## src/rtl/mrv32_pkg.sv

```systemverilog
// ============================================================================
//  Module      : mrv32_pkg
//  Description : Shared core constants and the memory-port requester ID type.
//  Revision    : 1.0 - initial release
// ============================================================================
`default_nettype none

package mrv32_pkg;

    localparam int ADDR_WIDTH = 16;

    typedef logic [0:0] req_id_t;

    localparam req_id_t REQ_LSU = 1'b0;
    localparam req_id_t REQ_DBG = 1'b1;

endpackage

`default_nettype wire

```

## src/rtl/arb_id_fifo.sv

```systemverilog
// ============================================================================
//  Module      : arb_id_fifo
//  Description : Small FIFO of requester IDs for in-flight reads.
//  Revision    : 1.0 - initial release
// ============================================================================
`default_nettype none

module arb_id_fifo
    import mrv32_pkg::*;
#(
    parameter int DEPTH = 4
) (
    input  logic    clk,
    input  logic    rst_n,
    input  logic    i_push,
    input  req_id_t i_push_id,
    input  logic    i_pop,
    output req_id_t o_head_id,
    output logic    o_full,
    output logic    o_empty
);

    localparam int PTR_W = (DEPTH > 1) ? $clog2(DEPTH) : 1;
    localparam int CNT_W = $clog2(DEPTH + 1);
    localparam logic [PTR_W-1:0] C_LAST_PTR = PTR_W'(DEPTH - 1);
    localparam logic [CNT_W-1:0] C_DEPTH    = CNT_W'(DEPTH);

    req_id_t          r_slots [DEPTH];
    logic [PTR_W-1:0] r_wr_ptr;
    logic [PTR_W-1:0] r_rd_ptr;
    logic [CNT_W-1:0] r_count;
    logic             w_do_push;
    logic             w_do_pop;

    function automatic logic [PTR_W-1:0] next_ptr(input logic [PTR_W-1:0] ptr);
        return (ptr == C_LAST_PTR) ? '0 : ptr + 1'b1;
    endfunction

    assign o_full    = (r_count == C_DEPTH);
    assign o_empty   = (r_count == '0);
    assign o_head_id = r_slots[r_rd_ptr];

    // A push into a full FIFO is legal when the head leaves in the same cycle.
    assign w_do_pop  = i_pop && !o_empty;
    assign w_do_push = i_push && (!o_full || w_do_pop);

    always_ff @(posedge clk or negedge rst_n) begin
        if (!rst_n) begin
            r_wr_ptr <= '0;
            r_rd_ptr <= '0;
            r_count  <= '0;
        end else begin
            if (w_do_push) r_wr_ptr <= next_ptr(r_wr_ptr);
            if (w_do_pop)  r_rd_ptr <= next_ptr(r_rd_ptr);
            case ({w_do_push, w_do_pop})
                2'b10:   r_count <= r_count + 1'b1;
                2'b01:   r_count <= r_count - 1'b1;
                default: r_count <= r_count;
            endcase
        end
    end

    always_ff @(posedge clk) begin
        if (w_do_push) r_slots[r_wr_ptr] <= i_push_id;
    end

endmodule

`default_nettype wire

```

## src/rtl/mem_port_arbiter.sv

```systemverilog
// ============================================================================
//  Module      : mem_port_arbiter
//  Description : Round-robin share of one memory port between LSU and debug
//                DMA, routing in-order read responses back by recorded ID.
//  Revision    : 1.0 - initial release
// ============================================================================
`default_nettype none

module mem_port_arbiter
    import mrv32_pkg::*;
#(
    parameter int ADDR_WIDTH      = mrv32_pkg::ADDR_WIDTH,
    parameter int MAX_OUTSTANDING = 4
) (
    input  logic                  clk,
    input  logic                  rst_n,

    input  logic                  m0_valid,
    output logic                  m0_ready,
    input  logic [ADDR_WIDTH-1:0] m0_addr,
    input  logic [31:0]           m0_wdata,
    input  logic [3:0]            m0_wstrb,
    output logic [31:0]           m0_rdata,
    output logic                  m0_rvalid,

    input  logic                  m1_valid,
    output logic                  m1_ready,
    input  logic [ADDR_WIDTH-1:0] m1_addr,
    input  logic [31:0]           m1_wdata,
    input  logic [3:0]            m1_wstrb,
    output logic [31:0]           m1_rdata,
    output logic                  m1_rvalid,

    output logic                  mem_valid,
    output logic [ADDR_WIDTH-1:0] mem_addr,
    output logic [31:0]           mem_wdata,
    output logic [3:0]            mem_wstrb,
    input  logic [31:0]           mem_rdata,
    input  logic                  mem_rvalid,

    output logic                  err_orphan
);

    req_id_t r_last_grant;
    logic    r_err_orphan;

    req_id_t w_head_id;
    logic    w_full;
    logic    w_empty;
    logic    w_pop;
    logic    w_push;
    logic    w_req0;
    logic    w_req1;
    logic    w_grant0;
    logic    w_grant1;
    req_id_t w_push_id;

    // A pop this cycle frees a slot, so a read may still be taken when full.
    assign w_pop  = mem_rvalid && !w_empty;
    assign w_req0 = m0_valid && ((m0_wstrb != 4'b0000) || !w_full || w_pop);
    assign w_req1 = m1_valid && ((m1_wstrb != 4'b0000) || !w_full || w_pop);

    always_comb begin
        w_grant0 = 1'b0;
        w_grant1 = 1'b0;
        if (w_req0 && w_req1) begin
            w_grant0 = (r_last_grant == REQ_DBG);
            w_grant1 = (r_last_grant == REQ_LSU);
        end else begin
            w_grant0 = w_req0;
            w_grant1 = w_req1;
        end
    end

    assign m0_ready = w_grant0;
    assign m1_ready = w_grant1;

    always_comb begin
        mem_valid = 1'b0;
        mem_addr  = '0;
        mem_wdata = '0;
        mem_wstrb = '0;
        w_push    = 1'b0;
        w_push_id = REQ_LSU;
        if (w_grant0) begin
            mem_valid = 1'b1;
            mem_addr  = m0_addr;
            mem_wdata = m0_wdata;
            mem_wstrb = m0_wstrb;
            w_push    = (m0_wstrb == 4'b0000);
            w_push_id = REQ_LSU;
        end else if (w_grant1) begin
            mem_valid = 1'b1;
            mem_addr  = m1_addr;
            mem_wdata = m1_wdata;
            mem_wstrb = m1_wstrb;
            w_push    = (m1_wstrb == 4'b0000);
            w_push_id = REQ_DBG;
        end
    end

    assign m0_rdata   = mem_rdata;
    assign m1_rdata   = mem_rdata;
    assign m0_rvalid  = w_pop && (w_head_id == REQ_LSU);
    assign m1_rvalid  = w_pop && (w_head_id == REQ_DBG);
    assign err_orphan = r_err_orphan;

    always_ff @(posedge clk or negedge rst_n) begin
        if (!rst_n) begin
            r_last_grant <= REQ_DBG;
            r_err_orphan <= 1'b0;
        end else begin
            if (w_grant0)      r_last_grant <= REQ_LSU;
            else if (w_grant1) r_last_grant <= REQ_DBG;
            if (mem_rvalid && w_empty) r_err_orphan <= 1'b1;
        end
    end

    arb_id_fifo #(
        .DEPTH (MAX_OUTSTANDING)
    ) u_id_fifo (
        .clk       (clk),
        .rst_n     (rst_n),
        .i_push    (w_push),
        .i_push_id (w_push_id),
        .i_pop     (w_pop),
        .o_head_id (w_head_id),
        .o_full    (w_full),
        .o_empty   (w_empty)
    );

endmodule

`default_nettype wire

```

## config.mk

```make
export PLATFORM = sky130hd
export DESIGN_NAME = mem_port_arbiter
export DESIGN_NICKNAME = d
export VERILOG_FILES = /design/src/rtl/mrv32_pkg.sv /design/src/rtl/arb_id_fifo.sv /design/src/rtl/mem_port_arbiter.sv
export SDC_FILE = /design/constraint.sdc
export NUM_CORES = 1
export LEC_CHECK = 0
export CAP_MARGIN = 25
export CORE_AREA = 3 3 102 104
export CTS_BUF_LIST = sky130_fd_sc_hd__clkbuf_16
export DETAILED_ROUTE_END_ITERATION = 16
export DIE_AREA = 0 0 105 107
export GPL_TIMING_DRIVEN = 1
export PLACE_DENSITY_LB_ADDON = 0.12
export SYNTH_ARGS = -nofsm -noshare
export SYNTH_HDL_FRONTEND = slang
export SYNTH_SLANG_ARGS = --single-unit
```

## constraint.sdc

```tcl
create_clock -name clk -period 4.69 [get_ports clk]
set_input_delay 1.407 -clock clk [delete_from_list [all_inputs] [get_ports clk]]
set_output_delay 1.407 -clock clk [all_outputs]
set_load 0.03 [all_outputs]
```

[Yosys cells after proc, flatten, opt, wreduce, memory -nomap -nowiden]
Memory sizes are Yosys's and may differ from the RTL's.
Cells that the tools add are included.
Word-level totals
  bits in registers: 9
  bits in writable memories: 4
  input bits: 141
  output and inout port bits: 122
  logic and storage cells: 60
  memories kept: 1
Memories
  u_id_fifo.r_slots: depth 4, bits a word 1, rd ports 1, clocked after Yosys merged registers in 0, write ports 1, RTL line arb_id_fifo.sv:28  | req_id_t r_slots [DEPTH];
Cells by class
  $add $sub $neg: 4
  equality and inequality tests: 5
  mux-type cells: 20
  bitwise gates (word level): 2
  reductions and logical operators: 23
Operators by type and width (count)
  $mux W32: 2
  $mux W16: 2
  $mux W1: 11
  $logic_and A1 B1 Y1: 9
  $logic_not A4 Y1: 2
  $mux W4: 2
  $reduce_bool A4 Y1: 2
  $eq A2 B2 Y1 const B: 3
  $pmux W3 S2: 1
  $logic_or A1 B1 Y1: 5
  $add A2 B1 Y2 const B: 2
  $mux W2: 2
  $reduce_bool A2 Y1: 2
  $add A3 B1 Y3 const B: 1
  $eq A3 B3 Y1 const B: 1
  $logic_not A3 Y1: 1
  $sub A3 B1 Y3 const B: 1
  $eq A2 B1 Y1 const B: 1
  $logic_not A1 Y1: 2
  $not A1 Y1: 2

[Depth between registers and ports, before layout]
  depth in word-level cells: 12
  mapped depth: 11
  depth with buffers taken out: 10

[Hierarchy]
Synthesis repeated with hierarchy kept, for this count alone.
Second synthesis, totals
  cell total of the unflattened synthesis: 212
  area total of the unflattened synthesis: 1950.6 µm²
By module, submodules not included
  mem_port_arbiter: instances 1, cells each 155, area each 1263.7 µm², sequential area each 51.3 µm²
  arb_id_fifo: instances 1, cells each 57, area each 686.9 µm², sequential area each 295.3 µm²

[Least setup slack after synthesis]
No wires, ideal clock.
  kind: input -> output
  from: input m0_wstrb[2]
  to: output mem_wdata[12]
  arrival time: 3.047 ns
  data required time: 3.283 ns
  slack: 0.236 ns
  cell stages on the path: 5
  path buffers: 1
  cells stage by stage: or4_1 o211ai_4 nor2b_4 buf_2 a22o_1
Between the ends
  word-level cells in the longest chain between the ends: 8
  elaborated cells between the ends (all ways): 9
  those cells by class: mux (4); reduce/logical (5)
RTL lines
  start: declaration: RTL line mem_port_arbiter.sv:22  | input logic [3:0] m0_wstrb,
  $reduce_bool A4 Y1: RTL line mem_port_arbiter.sv:60  | assign w_req0 = m0_valid && ((m0_wstrb != 4'b0000) || !w_full || w_pop);
  $logic_or A1 B1 Y1 (2 in a row): RTL line mem_port_arbiter.sv:60
  $logic_and A1 B1 Y1: RTL line mem_port_arbiter.sv:60
  $logic_and A1 B1 Y1: RTL line mem_port_arbiter.sv:66  | if (w_req0 && w_req1) begin
  $mux W1: RTL line mem_port_arbiter.sv:66
  via m1_ready: RTL line mem_port_arbiter.sv:27  | output logic m1_ready,
  $mux W32: RTL line mem_port_arbiter.sv:92  | end else if (w_grant1) begin
  $mux W32: RTL line mem_port_arbiter.sv:85  | if (w_grant0) begin
  end: declaration: RTL line mem_port_arbiter.sv:36  | output logic [31:0] mem_wdata,
The timed path passes the listed nets, and every way through them passes these cells.

[Worst setup path in the final report]
  from: input m0_wstrb[1]
  to: output mem_wdata[5]
Between the ends
  word-level cells in the longest chain between the ends: 8
  elaborated cells between the ends (all ways): 9
  those cells by class: mux (4); reduce/logical (5)
RTL lines (RTL line)
  $reduce_bool A4 Y1 *: mem_port_arbiter.sv:60
  $logic_or A1 B1 Y1 * (2 in a row): mem_port_arbiter.sv:60
  $logic_and A1 B1 Y1 *: mem_port_arbiter.sv:60
  $logic_and A1 B1 Y1: mem_port_arbiter.sv:66
  $mux W1: mem_port_arbiter.sv:66
  $mux W32: mem_port_arbiter.sv:92
  $mux W32 *: mem_port_arbiter.sv:85
Every way passes the cells marked *; elsewhere a longest branch is shown, timed or not.

==> results.json <==
{
  "cpPeakStageDelay_ps": 550,
  "switching_share_pct": 38.2,
  "num_io_pins": 263,
  "required_ps": 3280,
  "fin_util_pct": 38.3,
  "syn_area_sq_um": 1800,
  "path_cells": "dlygate4sd2_1 -> or4_4 -> buf_12 -> o21ai_4 -> nor2_4 -> buf_12 -> buf_16 -> a22o_1 -> buf_6",
  "gp_congestion": 0.780,
  "power_frac_seq_pct": 18.7,
  "min_period_over_period_pct": 99.1,
  "clockPowerShare_pct": 15.0,
  "finClkSkew_ps": 3.23,
  "drive_above_1_share_pct": 34.9,
  "rsz0062_at_grt": "false",
  "timing.max_slew.rel_slack_pct": 70.7,
  "cp_max_fo": 7,
  "postRouteAntennaNets": 0,
  "dr.pass1.iters": 4,
  "ctsHoldBuffers": 0,
  "setup_violations": 0,
  "async_flop_share_pct": 69.2,
  "via_per_inst": 4.19,
  "areaGrowthSynthToFinish_pct": 105,
  "rrSetupSlack_ps": 2210,
  "synthCells": 194,
  "crit_path_frequent_cell": "buf_12",
  "clk_pin_slew_ps": 40,
  "gr-total-overflow": 0,
  "cap_violations": 0,
  "dr_total_vias": 1890,
  "track_usage_pct": 14.6,
  "die_area_sq_um": 11200,
  "slew_viol_final": 0,
  "start_kind": "primary input",
  "powerDensity_nw_per_um2": 283,
  "die_width_microns": 105,
  "pwr-share-comb_pct": 66.3,
  "syn_area_per_cell_sq_um": 9.29,
  "ys.flop_type": "dfrtp_1",
  "p_leak_nw": 1.61,
  "cp_top_family": "buffers and inverters",
  "r2r_start": "u_id_fifo.r_count[0]$_DFFE_PN0P_",
  "port_buffers": 166,
  "clock-sinks": 13,
  "row_count": 36,
  "synth_warnings": 0,
  "die_h_microns": 107,
  "slowest_stage": "or4_4",
  "switchingPower_mw": 0.398,
  "max-vdd-ir-drop_uv": 192,
  "synth.most_common_cell": "buf_4",
  "initial_core_util_pct": 18.7,
  "grt_pass1_vias": 1992,
  "critical_path_class": "primary input to output port",
  "fin_nets": 467,
  "clk_latency_ps": 240,
  "synthesis.nets": 342,
  "internal_power_mw": 0.644,
  "worstHoldPathCells": 1,
  "antenna_cells": 0,
  "grt_pass1_wl_microns": 12700,
  "reg2reg_to": "u_id_fifo.r_count[2]$_DFFE_PN0P_",
  "synth_top_area_cell": "buf_4",
  "yosysSeqAreaShare_pct": 19.2,
  "synth_seq_cells": 13,
  "n_fill_cell": 1002,
  "antenna_found_initial": 0,
  "synth_edf_count": 4,
  "ys_types": 35,
  "synth.top_cell.area_share_pct": 27.5,
  "clockRootBuffer": "clkbuf_16",
  "clockBufferDepth": 2,
  "cts_tree": "done",
  "fin_setup_tns_ps": 0,
  "cp-end-kind": "output port",
  "worst_pin_slew_ps": 438,
  "min_to": "err_orphan$_DFFE_PN0P_",
  "outcome": "completed",
  "finalHoldViolations": 0,
  "fmax_mhz": 215,
  "min_period_ps": 4650,
  "register_area_sq_um": 347,
  "reg2reg_depth": 10,
  "numCtsBuffers": 3,
  "crit_arrival_ps": 3240,
  "hold_path_class": "flop to flop",
  "startpoint": "m0_wstrb[1]",
  "grt_start_max_net_pins": 19,
  "multiInputGateArea_sq_um": 975,
  "synth_common_cells": "buf_4 (66), a22o_1 (48), inv_1 (10)",
  "drc": 0,
  "dp_hpwl_microns": 6980,
  "detail_route.wl_per_cell_microns": 18.9,
  "hp-start": "err_orphan$_DFFE_PN0P_",
  "h-tree-depth": 1,
  "synth_area_leaders": "buf_4 (28%), a22o_1 (23%), dfrtp_1 (11%)",
  "first_iter_violations": 60,
  "core_sq_um": 9640,
  "cp_num_buf_inv": 5,
  "totalWireLength_microns": 8540
}
## worst max-delay path by stage
stage / endpoint / cells after the start / slack (ps)
global placement: mem_wdata[1] / 7 / -150
detailed placement: mem_wdata[1] / 7 / -180
finish: mem_wdata[5] / 9 / 40
floorplan: mem_wdata[12] / 5 / 240
global route: mem_wdata[25] / 9 / 1
CTS: mem_wdata[18] / 7 / 6
## layout by cell type (no fill, tap or decap), types with 3 or more instances in the layout
cell type	instances
clkdlybuf4s50_1	102
buf_4	42
a22o_1	40
buf_6	22
buf_12	17
inv_1	11
a22o_4	8
dfrtp_1	8
ha_1	6
nor2_1	4
a32o_1	4
and2_1	4
dlygate4sd2_1	4
clkdlybuf4s15_1	4
edfxtp_1	4
mux2_2	3
clkbuf_16	3
## sequential cells by signal (all words and copies together) (netlist names)
| signal | count |
|---|---|
| u_id_fifo.r_rd_ptr | 2 |
| r_last_grant | 1 |
| err_orphan | 1 |
| u_id_fifo.r_count | 3 |
| u_id_fifo.r_wr_ptr | 2 |
| u_id_fifo.r_slots | 4 |
## layer usage
layer  global-route usage [%]  share of wire, %
met5                        0                 0
met4                     2.25              0.80
met3                     7.83                12
met2                     24.1                47
met1                     17.2                40
## metrics by stage
stage | instance area, sq um | hold slack, ps | cells | power (mW) | setup slack, ps
floorplan | 1800 | 456 | 194 | 0.624 | 236
global placement | 3210 | 453 | 432 | 0.812 | -149
detailed placement | 3210 | 447 | 432 | 0.814 | -181
CTS | 3620 | 465 | 446 | 1.05 | 6.12
global route | 3690 | 486 | 451 | 1.12 | 1.21
finish | 3690 | 461 | 451 | 1.04 | 41.4
## power by group through the flow
stage	clock (mW)	combinational, mW	sequential, mW
3_5_place_dp	0	0.616	0.198
6_report	0.156	0.691	0.195
2_1_floorplan	0	0.427	0.197
5_1_grt	0.171	0.742	0.204
3_3_place_gp	0	0.615	0.197
4_1_cts	0.161	0.693	0.196
## timing repair
item | CTS | global route
pin swaps | 14 | 13
gates cloned | 3 | 0
endpoints found under the setup margin | 49 | 37
setup buffers | 7 | 6
endpoints found under the hold margin | 0 | 0
gates resized for setup | 51 | 11
## kinds of logic (layout without fill, tap and decap cells)
family	Yosys count	count (layout)	share of synthesized area (%)
flip-flops	13	13	19.2
multiplexers	5	5	3.68
buffers and inverters	85	209	32.7
AO/OA/AOI/OAI	62	62	30.9
XOR/XNOR	3	3	1.46
AND/OR/NAND/NOR	19	19	6.74
adder cells (fa/ha/maj)	7	7	5.28
## cell type report
class / count / share of cell area (%)
timing repair buffer: 195 / 56.5
tap: 133 / 4.51
clock buffer: 3 / 2.04
multi-input combinational: 96 / 26.4
clock inverter: 1 / 0.102
inverter: 10 / 1.02
sequential: 13 / 9.40
No activity file was read; power rests on OpenSTA's default activity.
